===== src/rtl/ipsxb_fft_rd_pkg.sv =====
// ipsxb_fft_rd_pkg: shared types and helpers for the FFT SDPRAM read sequencer.
package ipsxb_fft_rd_pkg;

    localparam int LOG2N_W = 5;

    typedef enum logic [1:0] {IDLE, ISSUE, DRAIN, DONE} rd_state_e;

    // Reverse the low n bits of v; bits at or above n are dropped.
    function automatic logic [31:0] bitrev(input logic [31:0] v, input logic [LOG2N_W-1:0] n);
        logic [31:0] r;
        r = {<<{v}};
        return r >> (6'd32 - {1'b0, n});
    endfunction

endpackage


===== src/rtl/ipsxb_fft_rd_skid_fifo.sv =====
// ipsxb_fft_rd_skid_fifo: show-ahead synchronous FIFO with occupancy count for read credit.
module ipsxb_fft_rd_skid_fifo #(
    parameter int DEPTH = 4,
    parameter int W     = 55
) (
    input  logic                     i_clk,
    input  logic                     i_rst_n,
    input  logic                     i_push,
    input  logic [W-1:0]             i_din,
    input  logic                     i_pop,
    output logic [W-1:0]             o_dout,
    output logic                     o_empty,
    output logic [$clog2(DEPTH):0]   o_count
);

    localparam int AW = $clog2(DEPTH);

    logic [W-1:0]  r_mem [DEPTH];
    logic [AW-1:0] r_wr;
    logic [AW-1:0] r_rd;
    logic [AW:0]   r_cnt;
    logic          w_push;
    logic          w_pop;

    assign w_pop   = i_pop && (r_cnt != '0);
    assign w_push  = i_push && (r_cnt != (AW+1)'(DEPTH));
    assign o_dout  = r_mem[r_rd];
    assign o_empty = (r_cnt == '0);
    assign o_count = r_cnt;

    // Storage array; needs no reset since reads are gated by the count.
    always_ff @(posedge i_clk) begin
        if (w_push) r_mem[r_wr] <= i_din;
    end

    // Pointers and occupancy.
    always_ff @(posedge i_clk or negedge i_rst_n) begin
        if (!i_rst_n) begin
            r_wr  <= '0;
            r_rd  <= '0;
            r_cnt <= '0;
        end else begin
            if (w_push) r_wr <= r_wr + 1'b1;
            if (w_pop) r_rd <= r_rd + 1'b1;
            r_cnt <= r_cnt + (AW+1)'(w_push) - (AW+1)'(w_pop);
        end
    end

endmodule


===== src/rtl/ipsxb_fft_sdpram_rd_ctrl.sv =====
// ipsxb_fft_sdpram_rd_ctrl: frame read sequencer from SDPRAM to AXI4-Stream with
// latency tracking and credit-based skid FIFO. Define IPSXB_FFT_RD_BITREV_EN to add
// bit-reversed addressing (i_bitrev / i_log2n).
module ipsxb_fft_sdpram_rd_ctrl
    import ipsxb_fft_rd_pkg::*;
#(
    parameter int ADDR_W     = 9,
    parameter int DATA_W     = 54,
    parameter int RD_LAT     = 2,
    parameter int FIFO_DEPTH = 4
) (
    input  logic                i_aclk,
    input  logic                i_aresetn,
    input  logic                i_start,
    input  logic [ADDR_W-1:0]   i_base_addr,
    input  logic [ADDR_W-1:0]   i_len_m1,
`ifdef IPSXB_FFT_RD_BITREV_EN
    input  logic                i_bitrev,
    input  logic [LOG2N_W-1:0]  i_log2n,
`endif
    output logic                o_busy,
    output logic                o_done,
    output logic [ADDR_W-1:0]   o_ram_rd_addr,
    output logic                o_ram_rd_clk_en,
    output logic                o_ram_rd_oce,
    input  logic [DATA_W-1:0]   i_ram_rd_data,
    output logic [DATA_W-1:0]   o_axi4s_tdata,
    output logic                o_axi4s_tvalid,
    input  logic                i_axi4s_tready,
    output logic                o_axi4s_tlast
);

    localparam int CW = $clog2(FIFO_DEPTH) + 1;

    rd_state_e           r_state;
    rd_state_e           w_state_nxt;
    logic [ADDR_W-1:0]   r_base;
    logic [ADDR_W-1:0]   r_len_m1;
    logic [ADDR_W-1:0]   r_idx;
    logic [ADDR_W-1:0]   r_addr;
    logic                r_addr_vld;
    logic                r_addr_last;
    logic [RD_LAT-1:0]   r_tag_vld;
    logic [RD_LAT-1:0]   r_tag_last;
    logic [ADDR_W-1:0]   w_next_idx;
    logic [ADDR_W-1:0]   w_next_off;
    logic [ADDR_W-1:0]   w_start_len;
    logic                w_start;
    logic                w_issue;
    logic                w_credit;
    logic                w_push;
    logic                w_pop;
    logic                w_empty;
    logic                w_last;
    logic                w_busy;
    logic [CW-1:0]       w_cnt;
    logic [DATA_W:0]     w_dout;
    logic [7:0]          w_inflight;
    logic [7:0]          w_occ;

`ifdef IPSXB_FFT_RD_BITREV_EN
    logic                r_bitrev;
    logic [LOG2N_W-1:0]  r_log2n;

    assign w_start_len = i_bitrev ? ADDR_W'((33'd1 << i_log2n) - 33'd1) : i_len_m1;
    assign w_next_off  = r_bitrev ? ADDR_W'(bitrev(32'(w_next_idx), r_log2n)) : w_next_idx;

    // Addressing mode captured with the start command.
    always_ff @(posedge i_aclk or negedge i_aresetn) begin
        if (!i_aresetn) begin
            r_bitrev <= 1'b0;
            r_log2n  <= '0;
        end else if (w_start) begin
            r_bitrev <= i_bitrev;
            r_log2n  <= i_log2n;
        end
    end
`else
    assign w_start_len = i_len_m1;
    assign w_next_off  = w_next_idx;
`endif

    // A start is taken in IDLE and also in DONE so frames can run back to back.
    assign w_start    = i_start && (r_state == IDLE || r_state == DONE);
    assign w_next_idx = r_idx + 1'b1;
    // In flight: the address on the RAM port this cycle plus every tag in the latency pipe.
    assign w_inflight = 8'($countones(r_tag_vld)) + 8'(r_addr_vld);
    // A word popped this cycle frees its slot, which keeps 1 beat/cycle at the minimum depth.
    assign w_occ      = 8'(w_cnt) + w_inflight - 8'(w_pop);
    assign w_credit   = w_occ < 8'(FIFO_DEPTH);
    assign w_issue    = (r_state == ISSUE) && w_credit;
    assign w_push     = r_tag_vld[RD_LAT-1];
    assign w_pop      = !w_empty && i_axi4s_tready;
    assign w_last     = w_dout[DATA_W];

    // State register.
    always_ff @(posedge i_aclk or negedge i_aresetn) begin
        if (!i_aresetn) r_state <= IDLE;
        else            r_state <= w_state_nxt;
    end

    // Next-state logic.
    always_comb begin
        w_state_nxt = r_state;
        case (r_state)
            IDLE, DONE: w_state_nxt = w_start ? ((w_start_len == '0) ? DRAIN : ISSUE) : IDLE;
            ISSUE:      if (w_issue && w_next_idx == r_len_m1) w_state_nxt = DRAIN;
            DRAIN:      if (w_pop && w_last && w_inflight == 8'd0) w_state_nxt = DONE;
            default:    w_state_nxt = IDLE;
        endcase
    end

    // State-decoded outputs.
    always_comb begin
        w_busy = (r_state == ISSUE) || (r_state == DRAIN);
        o_done = (r_state == DONE);
    end

    // Frame parameters, read index and registered RAM address.
    always_ff @(posedge i_aclk or negedge i_aresetn) begin
        if (!i_aresetn) begin
            r_base      <= '0;
            r_len_m1    <= '0;
            r_idx       <= '0;
            r_addr      <= '0;
            r_addr_vld  <= 1'b0;
            r_addr_last <= 1'b0;
        end else if (w_start) begin
            r_base      <= i_base_addr;
            r_len_m1    <= w_start_len;
            r_idx       <= '0;
            r_addr      <= i_base_addr;
            r_addr_vld  <= 1'b1;
            r_addr_last <= (w_start_len == '0);
        end else if (w_issue) begin
            r_idx       <= w_next_idx;
            r_addr      <= r_base + w_next_off;
            r_addr_vld  <= 1'b1;
            r_addr_last <= (w_next_idx == r_len_m1);
        end else begin
            r_addr_vld  <= 1'b0;
            r_addr_last <= 1'b0;
        end
    end

    // Valid/last tags follow each read through the RAM latency; reset drops stale reads.
    always_ff @(posedge i_aclk or negedge i_aresetn) begin
        if (!i_aresetn) begin
            r_tag_vld  <= '0;
            r_tag_last <= '0;
        end else begin
            r_tag_vld  <= RD_LAT'({r_tag_vld, r_addr_vld});
            r_tag_last <= RD_LAT'({r_tag_last, r_addr_vld && r_addr_last});
        end
    end

    ipsxb_fft_rd_skid_fifo #(
        .DEPTH (FIFO_DEPTH),
        .W     (DATA_W + 1)
    ) u_fifo (
        .i_clk   (i_aclk),
        .i_rst_n (i_aresetn),
        .i_push  (w_push),
        .i_din   ({r_tag_last[RD_LAT-1], i_ram_rd_data}),
        .i_pop   (w_pop),
        .o_dout  (w_dout),
        .o_empty (w_empty),
        .o_count (w_cnt)
    );

    assign o_busy          = w_busy;
    assign o_ram_rd_addr   = r_addr;
    assign o_ram_rd_clk_en = w_busy || (w_inflight != 8'd0);
    assign o_ram_rd_oce    = w_busy || (w_inflight != 8'd0);
    assign o_axi4s_tvalid  = !w_empty;
    assign o_axi4s_tdata   = w_empty ? '0 : w_dout[DATA_W-1:0];
    assign o_axi4s_tlast   = !w_empty && w_last;

endmodule


===== config.mk =====
export PLATFORM = sky130hd
export DESIGN_NAME = ipsxb_fft_sdpram_rd_ctrl
export DESIGN_NICKNAME = d
export VERILOG_FILES = /design/src/rtl/ipsxb_fft_rd_pkg.sv /design/src/rtl/ipsxb_fft_rd_skid_fifo.sv /design/src/rtl/ipsxb_fft_sdpram_rd_ctrl.sv
export SDC_FILE = /design/constraint.sdc
export NUM_CORES = 1
export LEC_CHECK = 0
export CORE_ASPECT_RATIO = 0.5
export CORE_MARGIN = 3
export CORE_UTILIZATION = 48
export CTS_BUF_LIST = sky130_fd_sc_hd__clkbuf_8
export DETAILED_ROUTE_END_ITERATION = 10
export PLACE_DENSITY = 0.67
export SLEW_MARGIN = 5
export SYNTH_ARGS = -nofsm -noshare
export SYNTH_HDL_FRONTEND = slang
export SYNTH_SLANG_ARGS = --single-unit

===== constraint.sdc =====
create_clock -name i_aclk -period 5.49 [get_ports i_aclk]
set_input_delay 0.549 -clock i_aclk [delete_from_list [all_inputs] [get_ports i_aclk]]
set_output_delay 0.549 -clock i_aclk [all_outputs]
set_load 0.02 [all_outputs]

Yosys cells after proc, flatten, opt, wreduce, memory -nomap -nowiden
Memory sizes are Yosys's and may differ from the RTL's.
Index checks and enable logic that the tools add are counted.
{"block": "op_classes", "bitwise_logic": 0, "magnitude_cmp": 1, "div": 0, "muxes": 16, "multipliers": 0, "n_shift": 0, "n_addsub": 10, "n_reduce_logical": 23, "n_eq_ne": 7}
{"cell": "54-bit 2-to-1 mux", "n": 1}
{"cell": "9-bit 2-to-1 mux", "n": 4}
{"cell": "1-bit logical AND", "n": 10}
{"cell": "9-bit by 1-bit adder with 9-bit output, second input constant", "n": 1}
{"cell": "9-bit adder", "n": 1}
{"cell": "9-bit == test", "n": 1}
{"cell": "9-bit zero test", "n": 1}
{"cell": "8-bit zero test", "n": 1}
{"cell": "8-bit by 3-bit < comparator with 1-bit output, second input constant", "n": 1}
{"cell": "2-bit 2-to-1 mux", "n": 4}
{"cell": "8-bit nonzero test", "n": 1}
{"cell": "1-bit 2-to-1 mux", "n": 6}
{"cell": "2-bit case mux with 3 select lines", "n": 1}
{"cell": "4-bit by 1-bit subtractor with 5-bit output", "n": 1}
{"cell": "2-bit by 1-bit adder with 2-bit output, second input constant", "n": 2}
{"cell": "3-bit by 3-bit adder with 4-bit output", "n": 1}
{"cell": "2-bit == test, second input constant", "n": 2}
{"cell": "2-bit by 1-bit adder with 3-bit output", "n": 1}
{"cell": "3-bit by 1-bit adder with 3-bit output", "n": 1}
{"cell": "3-bit zero test", "n": 1}
{"cell": "1-bit logical OR", "n": 3}
{"cell": "3-bit inequality test, second input constant", "n": 1}
{"cell": "3-bit nonzero test", "n": 1}
{"cell": "3-bit by 1-bit subtractor with 3-bit output", "n": 1}
{"cell": "9 further kinds", "n": 9}
{"block": "totals", "ff_bits": 51, "mem_bits_rw": 220, "memories": 1, "word_cells": 70, "latchBits": 0, "romBits": 0}
{"name": "u_fifo.r_mem", "words": 4, "width": 55, "rd": 1, "rd_clocked_by_memory_dff": 0, "write_ports": 1, "line_no": "ipsxb_fft_rd_skid_fifo.sv:18", "rtl": "logic [W-1:0] r_mem [DEPTH];"}

Longest topological paths before layout
{"block": "logic_depth", "ltp_word": 9, "depth_mapped": 12, "ltp_nobuf": 11}

Modules after synthesis
From an unflattened synthesis, not the netlist that was laid out.
{"block": "hier_totals", "hier_cells": 685, "area_unflattened_um2": 11473.5}
{"module": "ipsxb_fft_rd_skid_fifo", "seq_area_each_um2": 6781.5, "area_per_inst_um2": 8391.8, "cells_per_inst": 328, "instances": 1}
{"module": "ipsxb_fft_sdpram_rd_ctrl", "seq_area_each_um2": 1101.1, "area_per_inst_um2": 3081.7, "cells_per_inst": 357, "instances": 1}

Worst setup path before layout
No wires, ideal clock.
{"block": "synth_timing", "kind": "register -> register", "from": "reg u_fifo.r_cnt[1], in the netlist u_fifo.o_count[1]", "to": "mem u_fifo.r_mem[0][0] (enable)", "path_stages_with_launch": 4, "n_path_buf": 0, "arrival_ps": 2251, "slack_ps": 2820, "required_time_ps": 5072, "path_cell_list": "dfrtp_1 -> inv_1 -> a31oi_1 -> and2_1"}
{"block": "synth_via", "elab_chain_cells": 4}
{"element": "from (decl)", "line_no": "ipsxb_fft_rd_skid_fifo.sv:21", "rtl": "logic [AW:0] r_cnt;"}
{"element": "from (signal assigned)", "line_no": "ipsxb_fft_rd_skid_fifo.sv:45", "rtl": "r_cnt <= r_cnt + (AW+1)'(w_push) - (AW+1)'(w_pop);"}
{"element": "3-bit inequality test", "line_no": "ipsxb_fft_rd_skid_fifo.sv:26", "rtl": "assign w_push = i_push && (r_cnt != (AW+1)'(DEPTH));"}
{"element": "1-bit logical AND", "line_no": "ipsxb_fft_rd_skid_fifo.sv:26"}
{"element": "named net u_fifo.w_push", "line_no": "ipsxb_fft_rd_skid_fifo.sv:22", "rtl": "logic w_push;"}
{"element": "1-bit 2-to-1 mux", "line_no": "ipsxb_fft_rd_skid_fifo.sv:33", "rtl": "if (w_push) r_mem[r_wr] <= i_din;"}
{"element": "1-bit 2-to-1 mux (not written as such)", "line_no": "ipsxb_fft_rd_skid_fifo.sv:33"}
{"element": "to (decl)", "line_no": "ipsxb_fft_rd_skid_fifo.sv:18"}
The timed path passes the listed nets, and every way through them passes these cells.

Final worst setup path
{"block": "layout_timing", "from": "reg u_fifo.r_rd[1]", "to": "out o_axi4s_tdata[43]"}
{"block": "layout_via", "elab_chain_cells": 2}
{"element": "from (decl)", "line_no": "ipsxb_fft_rd_skid_fifo.sv:20", "rtl": "logic [AW-1:0] r_rd;"}
{"element": "from (signal assigned)", "line_no": "ipsxb_fft_rd_skid_fifo.sv:44", "rtl": "if (w_pop) r_rd <= r_rd + 1'b1;"}
{"element": "memory 4 x 55 bit"}
{"element": "54-bit 2-to-1 mux", "line_no": "ipsxb_fft_sdpram_rd_ctrl.sv:176", "rtl": "assign o_axi4s_tdata = w_empty ? '0 : w_dout[DATA_W-1:0];"}
{"element": "to (decl)", "line_no": "ipsxb_fft_sdpram_rd_ctrl.sv:27", "rtl": "output logic [DATA_W-1:0] o_axi4s_tdata,"}
No other way between the ends.

==> impl_metrics.csv <==
group,metric,value,unit
status,status,"finished, final reports clean",
timing,finalMaxSlewViolations,0,
power_and_ir_drop,power.density,555,nW/µm²
drt,antenna_left,0,
synthesis,postSynthCellCount,679,
setup_path,start_kind,"register",
synthesis,syn_area,11400,µm²
synthesis,synthXorXnorAreaFrac,2.80,%
clocking,h-tree-depth,2,
worst_hold_path,hp-class,"in2async",
grt,grt.total_usage,18.0,%
clocking,cts_resized,0,
drt,via_per_inst,5.25,
floorplan,start_util,49.5,%
synthesis,synth_mux_area_share,11.7,%
drt,wirelength,22700,µm
place,globalplace.congestion,0.745,
synthesis,yosysUniqueCellTypes,53,
clocking,postCtsHoldBufs,0,
setup_path,cp.required,4.94,ns
floorplan,core,23100,µm²
setup_path,r2r-start,"r_addr_vld",
clocking,root_buffer,"clkbuf_8",
clocking,clockBufferDepth,3,
setup_path,end_kind,"primary output",
setup_path,worstRegToRegCells,12,
floorplan,die_w,224,µm
layout,drive_above_1_share,16.6,%
clocking,numCtsBuffers,40,
setup_path,r2r_slack,2.42,ns
timing,tightest_slew,0.885,ns
clocking,clkSlewWorstSetupHoldPaths,0.07,ns
setup_path,crit_type,"reg2out",
timing,hold-worst-slack,0.127,ns
place,hpwl,14000,µm
synthesis,synthAdderAreaFrac,3.05,%
synthesis,synth_top_family_by_area,"multiplexers",
timing,setup_viol,0,
drt,drt-pass1-iter-count,4,
layout,syn2layout_area_growth,22.2,%
layout,nFillCells,1801,
grt,grt_max_degree,57,
timing,rsz0062_at_grt,"no",
floorplan,dieArea,25800,µm²
synthesis,ys_seq_elements,271,
synthesis,yosys.area_share.simple,8.62,%
layout,num_antenna_cells,0,
synthesis,syn-num-nets,781,
drt,drt_iter0_drc,306,
grt,antenna_found_initial,0,
drt,drc,0,
setup_path,path_max_fanout,31,
floorplan,num_rows,39,
clocking,cts_sinks,271,
power_and_ir_drop,peakVddDrop,0.000284,V
synthesis,synth_edf_count,220,
power_and_ir_drop,p_total,7.74,mW
setup_path,cp_data_arrival_time,3.10,ns
clocking,clkLatencyLatePin,0.53,ns
timing,fmax,274,MHz
layout,finalNetCount,946,
grt,grt_first_pass_wirelength,35800,µm
grt,grt_pass1_vias,6617,
synthesis,yosys_most_used_dff,"edfxtp_1",
timing,tns,0,ns
floorplan,io-pin-count,145,
timing,skew,0.0117,ns
layout,mostFrequentLayoutCells,"220 x edfxtp_1, 143 x clkdlybuf4s50_1, 68 x nand2_1, 57 x and2_1, 55 x mux4_2",
layout,final_common_cell,"edfxtp_1",
timing,relSlewSlack,40.8,%
timing,finalCriticalPeriod,3.65,ns
synthesis,synthArstFlopShare,18.8,%
clocking,post-cts-setup-buffers,0,
synthesis,syn_area_per_cell,16.8,µm²
timing,period_share,66.5,%
power_and_ir_drop,power.leakage,5.04,nW
timing,final_hold_viol_count,0,
place,portBuffers,144,
drt,vias,6200,
clocking,cts_tree,"done",
grt,grt_overflow,0,
synthesis,synth_compound_area_share,2.66,%
floorplan,chipHeight,115,µm
run,maxCapViolCount,0,
synthesis,synth_warnings,0,
drt,wl_per_cell,19.2,µm
setup_path,worstReg2RegEnd,"r_state[0]",
synthesis,yosysSeqAreaShare,69.0,%
==> cell families (layout without fill, tap and decap cells) <==
kind of cell               Yosys count  count (layout)
DFF                                271             271
xor gates and xnor gates            35              35
and+or+nand+nor                    186             186
buffers and inverters               55             250
adders and majority gates           26              26
muxes                               65              65
AOI/OAI and AO/OA                   41              41
==> per-stage QoR <==
step / setup slack [ns] / instance area, µm² / util (%) / instances
CTS: 1.78 / 14000 / 60.4 / 1181
global placement: 2.33 / 13200 / 57.1 / 1109
detailed placement: 2.29 / 13200 / 57.1 / 1109
finish: 1.84 / 14000 / 60.4 / 1181
floorplan: 2.82 / 11400 / - / 679
global route: 1.69 / 14000 / 60.4 / 1181
==> report_power, final <==
| group | total [mW] | internal [mW] | switching, mW | leakage (nW) |
|---|---|---|---|---|
| clock | 1.57 | 0.811 | 0.761 | 0.420 |
| combinational | 3.22 | 1.58 | 1.64 | 1.98 |
| sequential | 2.95 | 2.69 | 0.257 | 2.64 |
==> per-layer routing <==
metal | vias up | share of wire [%] | global-route usage, %
met5 | - | 0 | 0
met4 | 0 | 1.6 | 4.47
met3 | 33 | 4.8 | 4.21
met2 | 139 | 50 | 31.1
met1 | 3134 | 43 | 23.5
li1 | 2894 | - | -
==> registers in the layout, indices dropped and copies added (netlist names), 2 cells and up <==
signal	count
u_fifo.r_rd	2
r_base	9
r_state	2
u_fifo.o_count	3
r_idx	9
u_fifo.r_mem	220
r_tag_last	2
r_len_m1	9
r_tag_vld	2
u_fifo.r_wr	2
o_ram_rd_addr	9
==> worst max-delay path: stages, from the launching register on <==
cell             delay, ns
dfrtp_2               0.93
buf_4                 0.51
mux4_2                0.39
and2_1                0.17
clkdlybuf4s50_1       0.53
==> worst max-delay path by stage <==
| stage | from | slack, ns | to |
|---|---|---|---|
| after floorplan | u_fifo.o_count[1] | 2.82 | u_fifo.r_mem[0][0] |
| after global placement | i_axi4s_tready | 2.33 | r_state[1] |
| after detailed placement | i_axi4s_tready | 2.29 | r_state[0] |
| after CTS | u_fifo.r_rd[1] | 1.78 | o_axi4s_tdata[43] |
| after global routing | u_fifo.r_rd[0] | 1.69 | o_axi4s_tlast |
| final | u_fifo.r_rd[1] | 1.84 | o_axi4s_tdata[43] |
==> cells in the mapped netlist (2+ instances only) <==
cell      count  share of area (%)
edfxtp_1    220                 58
nand2_1      68                2.2
and2_1       61                3.3
mux4_2       55                 11
dfrtp_1      51                 11
ha_1         23                2.5
inv_1        23               0.76
xnor2_1      19                1.5
clkbuf_1     18               0.59
xor2_1       15                1.2
nor2_1       13               0.43
o21ai_0      12               0.53
buf_2        10               0.44
mux2i_1      10               0.88
nand3_1       7               0.31
nand4_1       6               0.33
nor3_1        6               0.26
a21oi_1       5               0.22
nand2b_1      4               0.22
o211ai_1      4               0.26
a21o_1        3               0.20
a31oi_1       3               0.16
and3_1        3               0.16
fa_1          3               0.53
o31a_1        3               0.23
and3_4        2               0.20
buf_4         2               0.13
buf_6         2               0.20
nor2_2        2               0.11
nor2b_1       2               0.11
nor3b_1       2               0.13
==> final cells by class <==
| class | instances | area [µm²] | area share, % |
|---|---|---|---|
| clock inverter | 30 | 190 | 1.36 |
| sequential | 271 | 7890 | 56.5 |
| inverter | 23 | 86.3 | 0.619 |
| clock buffer | 42 | 578 | 4.14 |
| multi-input combinational | 353 | 3310 | 23.7 |
| tap | 307 | 384 | 2.75 |
| timing repair buffer | 155 | 1520 | 10.9 |
No activity file was read; power rests on OpenSTA's default activity.
==> RTL change 1 (same flow settings) <==
Build with the macro `IPSXB_FFT_RD_BITREV_EN` defined.
--- a/src/rtl/ipsxb_fft_sdpram_rd_ctrl.sv
+++ b/src/rtl/ipsxb_fft_sdpram_rd_ctrl.sv
@@ -1,6 +1,8 @@
 // ipsxb_fft_sdpram_rd_ctrl: frame read sequencer from SDPRAM to AXI4-Stream with
 // latency tracking and credit-based skid FIFO. Define IPSXB_FFT_RD_BITREV_EN to add
 // bit-reversed addressing (i_bitrev / i_log2n).
+`define IPSXB_FFT_RD_BITREV_EN
+
 module ipsxb_fft_sdpram_rd_ctrl
     import ipsxb_fft_rd_pkg::*;
 #(
Interface: changed (added i_bitrev and i_log2n); port bits go from 145 to 151. No check against the original RTL was run, so the function may have changed too.
==> RTL change 1 against the original RTL <==
- utilization increased by 0.14 points
- clock skew is 0.0068 ns higher
- routed wire length grew 18%
- sequential power up 3%
- first-iteration DRC count grew 31%
- design area grew 7.4%
- setup slack got worse by 0.83 ns
- total power rose by 8.6%
- critical path depth is 11 higher
- sequential cell count grew 6
- synthesized area up 9.1%
==> RTL change 1: results (changes against the original RTL) <==
- Peak supply drop: 290 uV (+2.1%)
- Placed Cells: 1291 (+16%)
- Least-Margin Pin Slew: 1.04 ns (+0.159 ns)
- Worst-skew pair later-pin latency: 0.55 ns (+0.02 ns)
- Synth Area in Adders: 2.89% (-0.15 points)
- DR vias: 7487 (+21%)
- Ranking of synthesized cells by area: edfxtp_1, dfrtp_1, mux4_2
- Int Power: 5.29 mW (+4.2%)
- Sequential share of the synthesized area: 64.5% (-4.5 points)
- Post-synthesis xor/xnor area fraction: 2.99% (+0.19 points)
- DRT Wirelength: 26700 um (+18%)
- Global-route wire length before repair: 42300 um (+18%)
- Critical Path Fanout Max: 11 (-65%)
- Post-synthesis area per instance: 14.9 sq um (-12%)
- Fill cells: 1937 (+7.6%)
- Crit share post-route: 81.5% (+15 points)
- Wl on met1: 11900 um (+21%)
- Met3 Usage GRT: 3.84% (-0.37 points)
- Gr usage total: 19.4% (+1.4 points)
- Clock skew: 0.0185 ns (+0.00681 ns)
- Drt pass-1 iters: 5 (+1)
- NumNets Final: 1106 (+17%)
- Hold_ws: 0.154 ns (+0.0271 ns)
- Met3 Wirelength: 1180 um (+8.6%)
- Layout cells sized above 1: 13.3% (-3.3 points)
- Fraction of synthesized area in multiplexers: 11.7% (about the same)
- Antenna diodes: 0 (unchanged)
- Worst path slowest cell: dfrtp_1
- Syn Nets: 947 (+21%)
- LEAKAGE: 5.38 nW (+6.6%)
- Post-placement worst setup slack: 1.07 ns (-1.22 ns)
- Post-synth top cells: edfxtp_1, nand2_1, and2_1
- CP peak stage delay: 0.63 ns (-0.30 ns)
- Status: complete, no violations
- Async SR Flop Fraction: 20.6% (+1.8 points)
- Pin count of the biggest net entering global routing: 58 (+1.8%)
- Crit-path leading delay family: compound AO/OA/AOI/OAI gates
- DRT iter0 DRCs: 401 (+31%)
- Vias in the first global route: 7650 (+16%)
- Met2 usage: 32.2% (+1.2 points)
- HPWL after DPL: 17200 um (+23%)
-- RTL change 1: final timing paths --
kind | startpoint | endpoint | cells past startpoint
setup / recovery | r_idx[0]$_DFFE_PN0P_ | o_ram_rd_addr[7]$_DFFE_PN0P_ | 15
min in group i_aclk | r_tag_last[0]$_DFF_PN0_ | r_tag_last[1]$_DFF_PN0_ | 0
setup reg to reg | r_idx[0]$_DFFE_PN0P_ | o_ram_rd_addr[7]$_DFFE_PN0P_ | 15
hold / removal | i_aresetn | r_base[8]$_DFFE_PN0P_ | 2
hold reg to reg | r_tag_last[0]$_DFF_PN0_ | r_tag_last[1]$_DFF_PN0_ | 0
max in group asynchronous | i_aresetn | u_fifo.r_rd[0]$_DFFE_PN0P_ | 2
-- RTL change 1: final cells by class --
class | instances | area share (%)
well taps | 336 | 2.81
inverters | 27 | 0.677
flip-flops and latches | 277 | 53.7
multi-input cells | 486 | 27.5
repair buffers | 165 | 10.7
clock buffers | 41 | 3.77
clock inverters | 29 | 0.852
==> RTL change 2 (same flow settings) <==
Without the edit above. Encoding of `rd_state_e`: now one-hot (4 bits for 4 states).
--- a/src/rtl/ipsxb_fft_rd_pkg.sv
+++ b/src/rtl/ipsxb_fft_rd_pkg.sv
@@ -3,7 +3,7 @@
 
     localparam int LOG2N_W = 5;
 
-    typedef enum logic [1:0] {IDLE, ISSUE, DRAIN, DONE} rd_state_e;
+    typedef enum logic [3:0] {IDLE = 4'b0001, ISSUE = 4'b0010, DRAIN = 4'b0100, DONE = 4'b1000} rd_state_e;
 
     // Reverse the low n bits of v; bits at or above n are dropped.
     function automatic logic [31:0] bitrev(input logic [31:0] v, input logic [LOG2N_W-1:0] n);
Formal check against the unedited RTL: no difference found for any inputs over 4 cycles, from zero or initial values and one cycle with i_aresetn low; so few cycles prove little.
==> RTL change 2 against the original RTL <==
- total power fell by 3.2%
- routed wire length rose by 0.67%
- fmax decreased by 4.3%
- setup slack lost 0.17 ns
- critical path type unchanged
- synthesized area grew 0.72%
- sequential share of layout area rose by 0.17 points
- clock skew increased by 0.0030 ns
- sequential power rose by 2%
- sequential cell count up 2
- design area rose by 0.35%
- largest power group is now sequential cells
- critical endpoint is now o_axi4s_tdata[49]
==> RTL change 2: results (changes against the original RTL) <==
- Post-synth top cells: edfxtp_1, nand2_1, and2_1
- Number of antenna violations at the first check in global routing: 0 (unchanged)
- Vias in the first global route: 6694 (+1.2%)
- Top_reg_cell synth: edfxtp_1
- NumNets Final: 958 (+1.3%)
- Synth Area in Adders: 2.70% (-0.35 points)
- R2R depth: 14 (+2)
- Compound-Gate Fraction of Synth Area: 3.06% (+0.39 points)
- Async SR Flop Fraction: 19.4% (+0.59 points)
- Flop pwr share: 40.0% (+1.9 points)
- Signal buf overhead: 10.8% (-0.092 points)
- Vias per cell: 5.34 (+1.7%)
- Fill cells: 1745 (-3.1%)
- Status: complete, no violations
- DRT iter0 DRCs: 435 (+42%)
- Multi-input combinational area share: 23.8% (+0.12 points)
- DRT Wirelength: 22900 um (+0.67%)
- RR Startpoint: u_fifo.o_count[2]$_DFF_PN0_
- Hold WC Path Type: in -> async
- Met3 Wirelength: 1020 um (-6.1%)
- GP Congestion: 0.797 (+7.0%)
- HPWL after DPL: 14300 um (+1.8%)
- Gr usage total: 18.1% (+0.14 points)
- Clk pwr share: 20.7% (+0.4 points)
- P_sw: 2.51 mW (-5.7%)
- Pin count of the biggest net entering global routing: 59 (+3.5%)
- Non-clk bufs: 154 (-0.65%)
- Layout cells sized above 1: 14.7% (-1.9 points)
- CTS sink cnt: 273 (+0.74%)
- Sequential share of cell area: 56.7% (+0.17 points)
- Global-route wire length before repair: 36400 um (+1.8%)
- Syn Nets: 798 (+2.2%)
- Crit path to: o_axi4s_tdata[49]
- Crit-path leading delay family: flip-flops
- Reg2Reg Setup Slack: 1.95 ns (-0.47 ns)
- Logic power comb: 2.94 mW (-8.7%)
- Worst Setup SP: u_fifo.r_rd[0]$_DFFE_PN0P_
- ClkCell Share: 5.37% (-0.14 points)
- CP peak stage delay: 1.00 ns (+0.07 ns)
- Wire length on met2: 11500 um (+0.41%)
- Worst rel slew slack: 22.8% (-18 points)
- #MultiIn Comb: 369 (+4.5%)
- Antenna diodes: 0 (unchanged)
- Wl on met1: 10000 um (+1.9%)
- Peak supply drop: 227 uV (-20%)
- Clock skew: 0.0147 ns (+0.00298 ns)
- Ranking of synthesized cells by area: edfxtp_1, dfrtp_1, mux4_2
- LEAKAGE: 5.12 nW (+1.5%)
- Sequential share of the synthesized area: 69.0% (about the same)
- Worst path slowest cell: dfrtp_4
- Critical R2R Capture: o_ram_rd_addr[8]$_DFFE_PN0P_
- Worst path arrival time: 3.27 ns (+0.17 ns)
- Critical Path Fanout Max: 43 (+39%)
## RTL change 2: changes by cell type after synthesis, moves of 4 or more
cell      delta
xor2_1       -9
o21ai_1      +7
a21oi_1      +6
and4_1       +5
clkbuf_1     +5
nand3_1      +5
nor2_1       +5
nand2_1      +4
## RTL change 2: how the worst min path moves through the flow
| stage | start | end | slack (ns) | cells after the start |
|---|---|---|---|---|
| floorplan | i_aresetn | o_ram_rd_addr[0]$_DFFE_PN0P_ | 0.25 | 0 |
| global placement | r_tag_last[0]$_DFF_PN0_ | r_tag_last[1]$_DFF_PN0_ | 0.34 | 0 |
| detailed placement | r_tag_last[0]$_DFF_PN0_ | r_tag_last[1]$_DFF_PN0_ | 0.34 | 0 |
| CTS | i_aresetn | r_base[6]$_DFFE_PN0P_ | 0.13 | 2 |
| global route | i_aresetn | r_base[8]$_DFFE_PN0P_ | 0.17 | 2 |
| finish | i_aresetn | r_base[8]$_DFFE_PN0P_ | 0.12 | 2 |
## RTL change 2: per-stage QoR
step	setup WS [ns]	utilization [%]	instances	cell area (sq um)
6_report	1.68	60.4	1194	14000
5_1_grt	1.40	60.4	1194	14000
4_1_cts	1.53	60.4	1194	14000
3_5_place_dp	1.92	57.2	1124	13200
3_3_place_gp	2.04	57.2	1124	13200
2_1_floorplan	2.74	-	699	11500
## RTL change 2: cells by family after synthesis
family                   Yosys count
flip-flops                       273
AND/OR/NAND/NOR                  199
AO/OA/AOI/OAI                     55
multiplexers                      62
adder cells (fa/ha/maj)           23
buffers and inverters             57
XOR/XNOR                          30
## RTL change 2: layer usage
layer | vias to the layer above | global-route usage (%)
li1 | 2964 | -
met1 | 3246 | 24.3
met2 | 128 | 30.9
met3 | 34 | 3.87
met4 | 0 | 4.82
met5 | - | 0
